[config.mk]
export PLATFORM = sky130hd
export DESIGN_NAME = add_sub_unit_flat
export DESIGN_NICKNAME = d
export VERILOG_FILES = /design/src/rtl/add_sub_if.sv /design/src/rtl/add_sub_unit.sv /design/src/flat_wrapper.sv
export SDC_FILE = /design/constraint.sdc
export NUM_CORES = 1
export LEC_CHECK = 0
export BUFFER_PORTS_ARGS = -buffer_cell sky130_fd_sc_hd__buf_2
export CORE_MARGIN = 3
export CORE_UTILIZATION = 47
export DETAILED_ROUTE_END_ITERATION = 6
export PLACE_DENSITY = 0.78
export SLEW_MARGIN = 30
export SYNTH_ARGS = -nofsm -noshare
export SYNTH_HDL_FRONTEND = slang
export SYNTH_SLANG_ARGS = --single-unit
[constraint.sdc]
create_clock -name clk -period 3.4 [get_ports clk]
set_input_delay 0.17 -clock clk [delete_from_list [all_inputs] [get_ports clk]]
set_output_delay 0.17 -clock clk [all_outputs]
set_load 0.01 [all_outputs]
[src/rtl/add_sub_if.sv]
// Operand/result bundle for the registered add/subtract unit.
// The master presents operands; the slave (the arithmetic unit) returns the
// registered result and ALU flags one cycle later.
interface add_sub_if #(
    parameter int WIDTH = 32
);
    logic             in_valid;
    logic             op;
    logic [WIDTH-1:0] A;
    logic [WIDTH-1:0] B;
    logic [WIDTH-1:0] Result;
    logic             out_valid;
    logic             carry_out;
    logic             overflow;
    logic             zero;
    logic             negative;

    modport master (
        output in_valid, op, A, B,
        input  Result, out_valid, carry_out, overflow, zero, negative
    );

    modport slave (
        input  in_valid, op, A, B,
        output Result, out_valid, carry_out, overflow, zero, negative
    );
endinterface

[src/rtl/add_sub_unit.sv]
// Registered two's-complement adder/subtractor with ALU flags.
// Subtraction reuses the adder as A + ~B + 1. The carry chain is a two-level
// carry-lookahead: 4-bit CLA groups, with group generate/propagate feeding a
// lookahead stage across the groups. WIDTH must be a multiple of 4.
module add_sub_unit #(
    parameter int WIDTH = 32
) (
    input  logic       clk,
    input  logic       reset,
    add_sub_if.slave   bus
);
    localparam int NG = WIDTH / 4;

    logic [WIDTH-1:0] b_eff_s;
    logic [WIDTH-1:0] g_s;
    logic [WIDTH-1:0] p_s;
    logic [WIDTH-1:0] sum_s;
    logic [WIDTH:0]   c_s;
    logic [NG-1:0]    grp_g_s;
    logic [NG-1:0]    grp_p_s;
    logic [NG:0]      grp_c_s;
    logic             cin_s;
    logic             carry_out_s;
    logic             overflow_s;
    logic             zero_s;

    logic [WIDTH-1:0] result_r;
    logic             out_valid_r;
    logic             carry_out_r;
    logic             overflow_r;
    logic             zero_r;
    logic             negative_r;

    // Carries into bits 1..3 of a 4-bit group, fully expanded (no ripple).
    function automatic logic [2:0] cla4_carries(input logic [3:0] g,
                                                input logic [3:0] p,
                                                input logic       cin);
        logic c1;
        logic c2;
        logic c3;
        c1 = g[0] | (p[0] & cin);
        c2 = g[1] | (p[1] & g[0]) | (p[1] & p[0] & cin);
        c3 = g[2] | (p[2] & g[1]) | (p[2] & p[1] & g[0]) | (p[2] & p[1] & p[0] & cin);
        return {c3, c2, c1};
    endfunction

    // Group generate of a 4-bit block.
    function automatic logic grp_generate(input logic [3:0] g,
                                          input logic [3:0] p);
        return g[3] | (p[3] & g[2]) | (p[3] & p[2] & g[1]) | (p[3] & p[2] & p[1] & g[0]);
    endfunction

    // Operand conditioning: invert B and inject carry-in for subtract; per-bit G/P.
    always_comb begin
        if (bus.op) begin
            b_eff_s = ~bus.B;
            cin_s   = 1'b1;
        end else begin
            b_eff_s = bus.B;
            cin_s   = 1'b0;
        end
        g_s = bus.A & b_eff_s;
        p_s = bus.A ^ b_eff_s;
    end

    // Group generate/propagate for each 4-bit block.
    always_comb begin
        grp_g_s = '0;
        grp_p_s = '0;
        for (int k = 0; k < NG; k++) begin
            grp_g_s[k] = grp_generate(g_s[4*k +: 4], p_s[4*k +: 4]);
            grp_p_s[k] = &p_s[4*k +: 4];
        end
    end

    // Second-level lookahead: each group carry as a sum of products of group G/P.
    always_comb begin
        logic acc_s;
        logic term_s;
        grp_c_s    = '0;
        grp_c_s[0] = cin_s;
        for (int k = 0; k < NG; k++) begin
            acc_s = cin_s;
            for (int j = 0; j <= k; j++) begin
                acc_s = acc_s & grp_p_s[j];
            end
            for (int j = 0; j <= k; j++) begin
                term_s = grp_g_s[j];
                for (int m = j + 1; m <= k; m++) begin
                    term_s = term_s & grp_p_s[m];
                end
                acc_s = acc_s | term_s;
            end
            grp_c_s[k+1] = acc_s;
        end
    end

    // Bit carries inside each group, the sum, and the combinational flags.
    always_comb begin
        c_s = '0;
        for (int k = 0; k < NG; k++) begin
            c_s[4*k]       = grp_c_s[k];
            c_s[4*k+1 +: 3] = cla4_carries(g_s[4*k +: 4], p_s[4*k +: 4], grp_c_s[k]);
        end
        c_s[WIDTH]  = grp_c_s[NG];
        sum_s       = p_s ^ c_s[WIDTH-1:0];
        carry_out_s = c_s[WIDTH];
        overflow_s  = c_s[WIDTH-1] ^ c_s[WIDTH];
        zero_s      = (sum_s == '0);
    end

    // Output register: reset clears everything, a valid op loads, otherwise hold.
    always_ff @(posedge clk) begin
        if (reset) begin
            result_r    <= '0;
            out_valid_r <= 1'b0;
            carry_out_r <= 1'b0;
            overflow_r  <= 1'b0;
            zero_r      <= 1'b0;
            negative_r  <= 1'b0;
        end else if (bus.in_valid) begin
            result_r    <= sum_s;
            out_valid_r <= 1'b1;
            carry_out_r <= carry_out_s;
            overflow_r  <= overflow_s;
            zero_r      <= zero_s;
            negative_r  <= sum_s[WIDTH-1];
        end else begin
            out_valid_r <= 1'b0;
        end
    end

    assign bus.Result    = result_r;
    assign bus.out_valid = out_valid_r;
    assign bus.carry_out = carry_out_r;
    assign bus.overflow  = overflow_r;
    assign bus.zero      = zero_r;
    assign bus.negative  = negative_r;
endmodule

[src/flat_wrapper.sv]
// flat-port wrapper written by rule: the top's interface ports become plain ports
module add_sub_unit_flat 
#(
    parameter int WIDTH = 32
)
  (clk, reset, bus_in_valid, bus_op, bus_A, bus_B, bus_Result, bus_out_valid, bus_carry_out, bus_overflow, bus_zero, bus_negative);
  add_sub_if #(.WIDTH(WIDTH)) bus_i ();
  input  logic clk;
  input  logic reset;
  input wire logic [$bits(bus_i.in_valid)-1:0] bus_in_valid;
  input wire logic [$bits(bus_i.op)-1:0] bus_op;
  input wire logic [$bits(bus_i.A)-1:0] bus_A;
  input wire logic [$bits(bus_i.B)-1:0] bus_B;
  output wire logic [$bits(bus_i.Result)-1:0] bus_Result;
  output wire logic [$bits(bus_i.out_valid)-1:0] bus_out_valid;
  output wire logic [$bits(bus_i.carry_out)-1:0] bus_carry_out;
  output wire logic [$bits(bus_i.overflow)-1:0] bus_overflow;
  output wire logic [$bits(bus_i.zero)-1:0] bus_zero;
  output wire logic [$bits(bus_i.negative)-1:0] bus_negative;
  assign bus_i.in_valid = bus_in_valid;
  assign bus_i.op = bus_op;
  assign bus_i.A = bus_A;
  assign bus_i.B = bus_B;
  assign bus_Result = bus_i.Result;
  assign bus_out_valid = bus_i.out_valid;
  assign bus_carry_out = bus_i.carry_out;
  assign bus_overflow = bus_i.overflow;
  assign bus_zero = bus_i.zero;
  assign bus_negative = bus_i.negative;
  add_sub_unit #(.WIDTH(WIDTH)) u_core (.clk(clk), .reset(reset), .bus(bus_i));
endmodule
# --- Word-level counts from Yosys, hierarchy flattened ---
# Index checks and enable logic that the tools add are counted.
totals:
  register_bits: 37
  out_inout_bits: 37
classes:
  n_mux: 3
  bitwise: 261
  n_reduce_logical: 9
ops:
  columns: ["op", "n"]
  rows:
  - ["1-bit bitwise AND", 148]
  - ["1-bit OR", 108]
  - ["32-bit bitwise XOR", 2]
  - ["32-bit bitwise AND", 1]
  - ["32-bit zero test", 1]
  - ["32-bit two-way mux", 1]
  - ["32-bit inverter", 1]
  - ["4-bit AND reduction", 8]
  - ["1-bit two-way mux", 2]
  - ["1-bit bitwise XOR", 1]

# --- Depth between registers and ports, before layout ---
logic_depth:
  depth_word: 24
  mapped_depth: 19
  depth_no_buf: 17

# --- Worst setup path after synthesis ---
# OpenSTA, ideal clock, no wires.
synth_timing:
  path_type: "input port to flip-flop"
  from: "in bus_op"
  to: "reg u_core.zero_r (netlist: u_core.bus.zero)"
  setup_ns: 0.067
  arrival_time_ns: 3.679
  required_time_ns: 3.333
  setup_slack_ns: -0.346
  stages: 18
  n_path_buf: 2
  cell_sequence: "buf_6 > clkbuf_1 > xor2_1 > ha_1 > nand3_1 > or3_4 > o21ai_4 > a31oi_4 > a21oi_2 > inv_1 > fa_1 > nand4b_1 > nor4_1 > nand4b_1 > nor4_1 > and3_1 > nand3_1 > o21ai_2"
synth_via:
  elab_chain_cells: 23
  elab_cells_between_ends: 245
  cone_classes: "mux: 2; bitwise: 235; reduce/logical: 8"
synth_lines:
  columns: ["element", "line_no", "text"]
  rows:
  - ["start, declared", "flat_wrapper.sv:11", "input wire logic [$bits(bus_i.op)-1:0] bus_op;"]
  - ["32-bit two-way mux", "add_sub_unit.sv:55", "if (bus.op) begin"]
  - ["32-bit bitwise XOR / 32-bit bitwise AND (equally long branches)", "add_sub_unit.sv:63, add_sub_unit.sv:62", null]
  - ["1-bit bitwise AND", "add_sub_unit.sv:50", "return g[3] | (p[3] & g[2]) | (p[3] & p[2] & g[1]) | (p[3] & p[2] & p[1] & g[0]);"]
  - ["1-bit OR / 1-bit bitwise AND (equally long branches) (2 in a row)", "add_sub_unit.sv:50", null]
  - ["1-bit OR", "add_sub_unit.sv:50", null]
  - ["1-bit bitwise AND (6 in a row)", "add_sub_unit.sv:90", "term_s = term_s & grp_p_s[m];"]
  - ["1-bit OR (7 in a row)", "add_sub_unit.sv:92", "acc_s = acc_s | term_s;"]
  - ["1-bit bitwise AND, on equally long branches", "add_sub_unit.sv:41, add_sub_unit.sv:42, add_sub_unit.sv:43", null]
  - ["1-bit OR, on equally long branches", "add_sub_unit.sv:41, add_sub_unit.sv:42, add_sub_unit.sv:43", null]
  - ["32-bit bitwise XOR (*)", "add_sub_unit.sv:106", "sum_s = p_s ^ c_s[WIDTH-1:0];"]
  - ["32-bit zero test (*)", "add_sub_unit.sv:109", "zero_s = (sum_s == '0);"]
  - ["end signal, assigned", "add_sub_unit.sv:126", "zero_r <= zero_s;"]
  - ["end, declared", "add_sub_unit.sv:31", "logic zero_r;"]
# Mark *: on every way between the ends. The rest lies on a longest branch, timed or not.
# A chain may end at the register's enable or synchronous reset.

# --- Worst setup path in the final report ---
# Same ends and word-level chain as after synthesis.

==> results.md <==
- Outcome: finished clean
- Core area: 6459 µm²
- Most frequent cells in the layout: buf_2 (103), buf_4 (60), nor2_1 (42)
- Yosys top cell by area: dfxtp_1
- Area share of the largest cell type after synthesis: 22.54%
- Clk slew on worst S/H paths: 0.08 ns
- Clock Path Buffers: 2
- Layout area overhead: 39.57%
- Max-Cap Viols: 0
- Hold EP: u_core.bus.Result[0]
- Final core occ: 69.08%
- DR WL/cell: 15.09 µm
- Total grt overflow: 0
- Crit-path leading delay family: simple AND/OR/NAND/NOR gates
- Slew Viols, Final: 0
- Critical path's largest stage delay: 0.53 ns
- Post-Synthesis Cells: 358
- Share of layout cells above drive strength 1: 40.81%
- Crit path DAT: 3.52 ns
- Worst r2r src: u_core.bus.zero
- Seq/Total Area, Yosys: 22.54%
- IO Port Bufs: 104
- Initial Util: 49.50%
- Reg2reg setup slack: 2.48 ns
- Synth area leaders: dfxtp_1 (23%), ha_1 (13%), xor2_1 (10%)
- Final Hold Viols: 0
- Worst path bufs/invs: 3
- Synthesized Nets: 465
- Clk Latency, worst-skew pair: 0.29 ns
- Endpoints failing setup: 0
- Yosys warning count: 0
- Pre-CTS setup slack: -0.4723 ns
- Routed Antenna Nets: 0
- Relative slew slack: 55.10%
- Synth async-reset ratio: 0%
- Crit path cell chain: buf_8, xor2_1, ha_1, nand3_2, buf_4, nor3_2, a32oi_2, o21ai_4, a31oi_4, a21oi_2, inv_1, fa_2, nand4b_1, nor4_2, nand4b_1, nor4_1, and3_1, nand3_1, o21ai_2
- Post-synthesis cell type count: 59
- Final worst slack: 0.1128 ns
- TritonCTS clock tree: built
- Die Y: 88.47 µm
- Hold path cells: 3
- Power per cell area: 451.1 nW/µm²
- # clock sinks: 36
- Crit-path most repeated cell: nand4b_1
- Syn_area_per_cell: 8.930 µm²
- DR pass1 iterations: 4
- Total GRT Usage: 22.59%
- Vias in the first global route: 3,151
- HP Start: bus_A[0]
- H-tree Lvls: 2
- Floorplan row count: 29
- Fill count: 525
- Clock root buffer: clkbuf_8
- Worst setup SP type: input port
- Req. time, crit path: 3.63 ns
- Fmax: 0.3042 GHz
- Die ar.: 7827 µm²
- Reg2Reg Capture Point: u_core.bus.zero
- Antenna violations before repair: 0
- Worst slew pin tran: 0.6734 ns
- Commonest non-fill, non-tap cell in the layout: buf_2
- Die Width: 88.47 µm
- Top fanout value on the critical path: 17
- Initial DRC count: 118
- Via density: 5.347
- Number of flops mapped to enable cells by yosys: 0
- Worst Setup Path Type: input port to flip-flop
- RD Place Congestion: 0.9361
- Post-DP HPWL: 7105 µm
- Final worst path period share: 96.68%
- VDD IR max: 311.4 µV
- # DRC: 0
- Total CTS buffers: 5
- Total Nets Final: 623
- Via count: 3,176
- Clock skew: 0 ns
- First-pass GRT wire length: 14,010 µm
- Tmin final: 3.287 ns
- I/O Pins: 105
- Min-delay worst type: input port to flip-flop
- Leakage: 0.002251 µW
- Ant. Diodes: 0
- Yosys reg bits: 36
- Critical-path top delay cell: fa_2
- Crit. End Element: flip-flop
- Top FF cell, synth: dfxtp_1
- Worst reg2reg path depth: 2
- Syn Std Cell Area: 3197 µm²
- Largest net degree at the start of global routing: 51
- WL final: 8965 µm
-- kinds of logic after synthesis --
family          share of synthesized area (%)
xor+xnor                                14.25
flops                                   22.54
fa+ha+maj                               16.91
simple gates                            15.34
compound gates                          18.83
mux                                     7.554
buf+inv                                 4.580
-- worst max path at each step --
stage                     startpoint              end  slack (ns)  cells after the start
after floorplan               bus_op  u_core.bus.zero       -0.06                     19
after CTS                     bus_op  u_core.bus.zero        0.02                     16
final                         bus_op  u_core.bus.zero        0.11                     19
after global placement        bus_op  u_core.bus.zero       -0.31                     19
after global routing          bus_op  u_core.bus.zero       -0.05                     19
after detailed placement      bus_op  u_core.bus.zero       -0.47                     18
-- worst reg2reg max path: cells and delay by family (launching register included) --
kind             cells  cell delay, ns
flip-flops           1            0.34
AO/OA/AOI/OAI        1            0.06
AND/OR/NAND/NOR      1            0.45
-- report_power, final --
group / switching, µW / leakage, µW / total [µW] / internal (µW)
registers: 31.6 / 0.000298 / 510 / 478
logic: 493 / 0.00188 / 968 / 475
clock network: 168 / 0.0000784 / 535 / 367
total: 692 / 0.00225 / 2010 / 1320
-- repair_timing --
action	CTS	global route
resized for setup	2	13
endpoints found under the setup margin	1	1
setup buffers	0	6
pin swaps	0	8
hold buffers	0	0
hold endpoints to repair	0	0
-- state kept, by name (all words and copies together), names as in the netlist --
signal	count
u_core.bus.Result	32
u_core.bus.zero	1
u_core.bus.overflow	1
u_core.bus.out_valid	1
u_core.bus.carry_out	1
-- metal layers --
metal | up-vias | global-route usage, % | wire length, µm
met4 | 0 | 4.533 | 135
met5 | - | 0 | 0
li1 | 1568 | - | -
met3 | 15 | 5.214 | 572
met1 | 1497 | 27.45 | 3673
met2 | 96 | 40.79 | 4584
-- synthesized netlist by cell type, types with 2 or more instances --
cell type	number
ha_1	32
nor2b_1	4
xor2_1	37
o21ai_2	2
a211oi_1	9
clkbuf_1	11
inv_1	21
a31oi_4	2
nor4_1	4
o21ai_0	7
a21oi_2	4
a21o_1	8
fa_1	7
or3_4	3
a211oi_2	4
o21bai_1	4
xnor2_1	15
a21oi_1	15
mux2i_1	23
nand2b_1	4
nand4b_1	2
and3_1	4
nor2_1	42
o21ai_1	2
nand3_1	9
o211ai_1	2
dfxtp_1	36
nand2_1	12
a311oi_2	2
buf_1	2
-- per-stage QoR --
| stage | instance area, µm² | hold WS (ns) | total power [µW] | setup TNS, ns | instances |
|---|---|---|---|---|---|
| finish | 4462 | 0.2714 | 2013 | 0 | 594 |
| global placement | 4189 | 0.4565 | 1417 | -0.3104 | 580 |
| detailed placement | 4189 | 0.4571 | 1445 | -0.4775 | 580 |
| CTS | 4354 | 0.2781 | 1986 | 0 | 588 |
| global route | 4462 | 0.2954 | 2138 | -0.05141 | 594 |
| floorplan | 3242 | 0.3903 | 1073 | -0.05544 | 358 |
-- layout make-up --
type | count | area [µm²] | area share (%)
Multi-Input combinational cell | 286 | 2386 | 53.48
Timing Repair Buffer | 166 | 1021 | 22.88
Sequential cell | 36 | 720.7 | 16.15
Tap cell | 77 | 96.34 | 2.159
Clock inverter | 3 | 90.09 | 2.019
Inverter | 21 | 78.83 | 1.767
Clock buffer | 5 | 68.82 | 1.542
(Power assumes the default switching activity.)
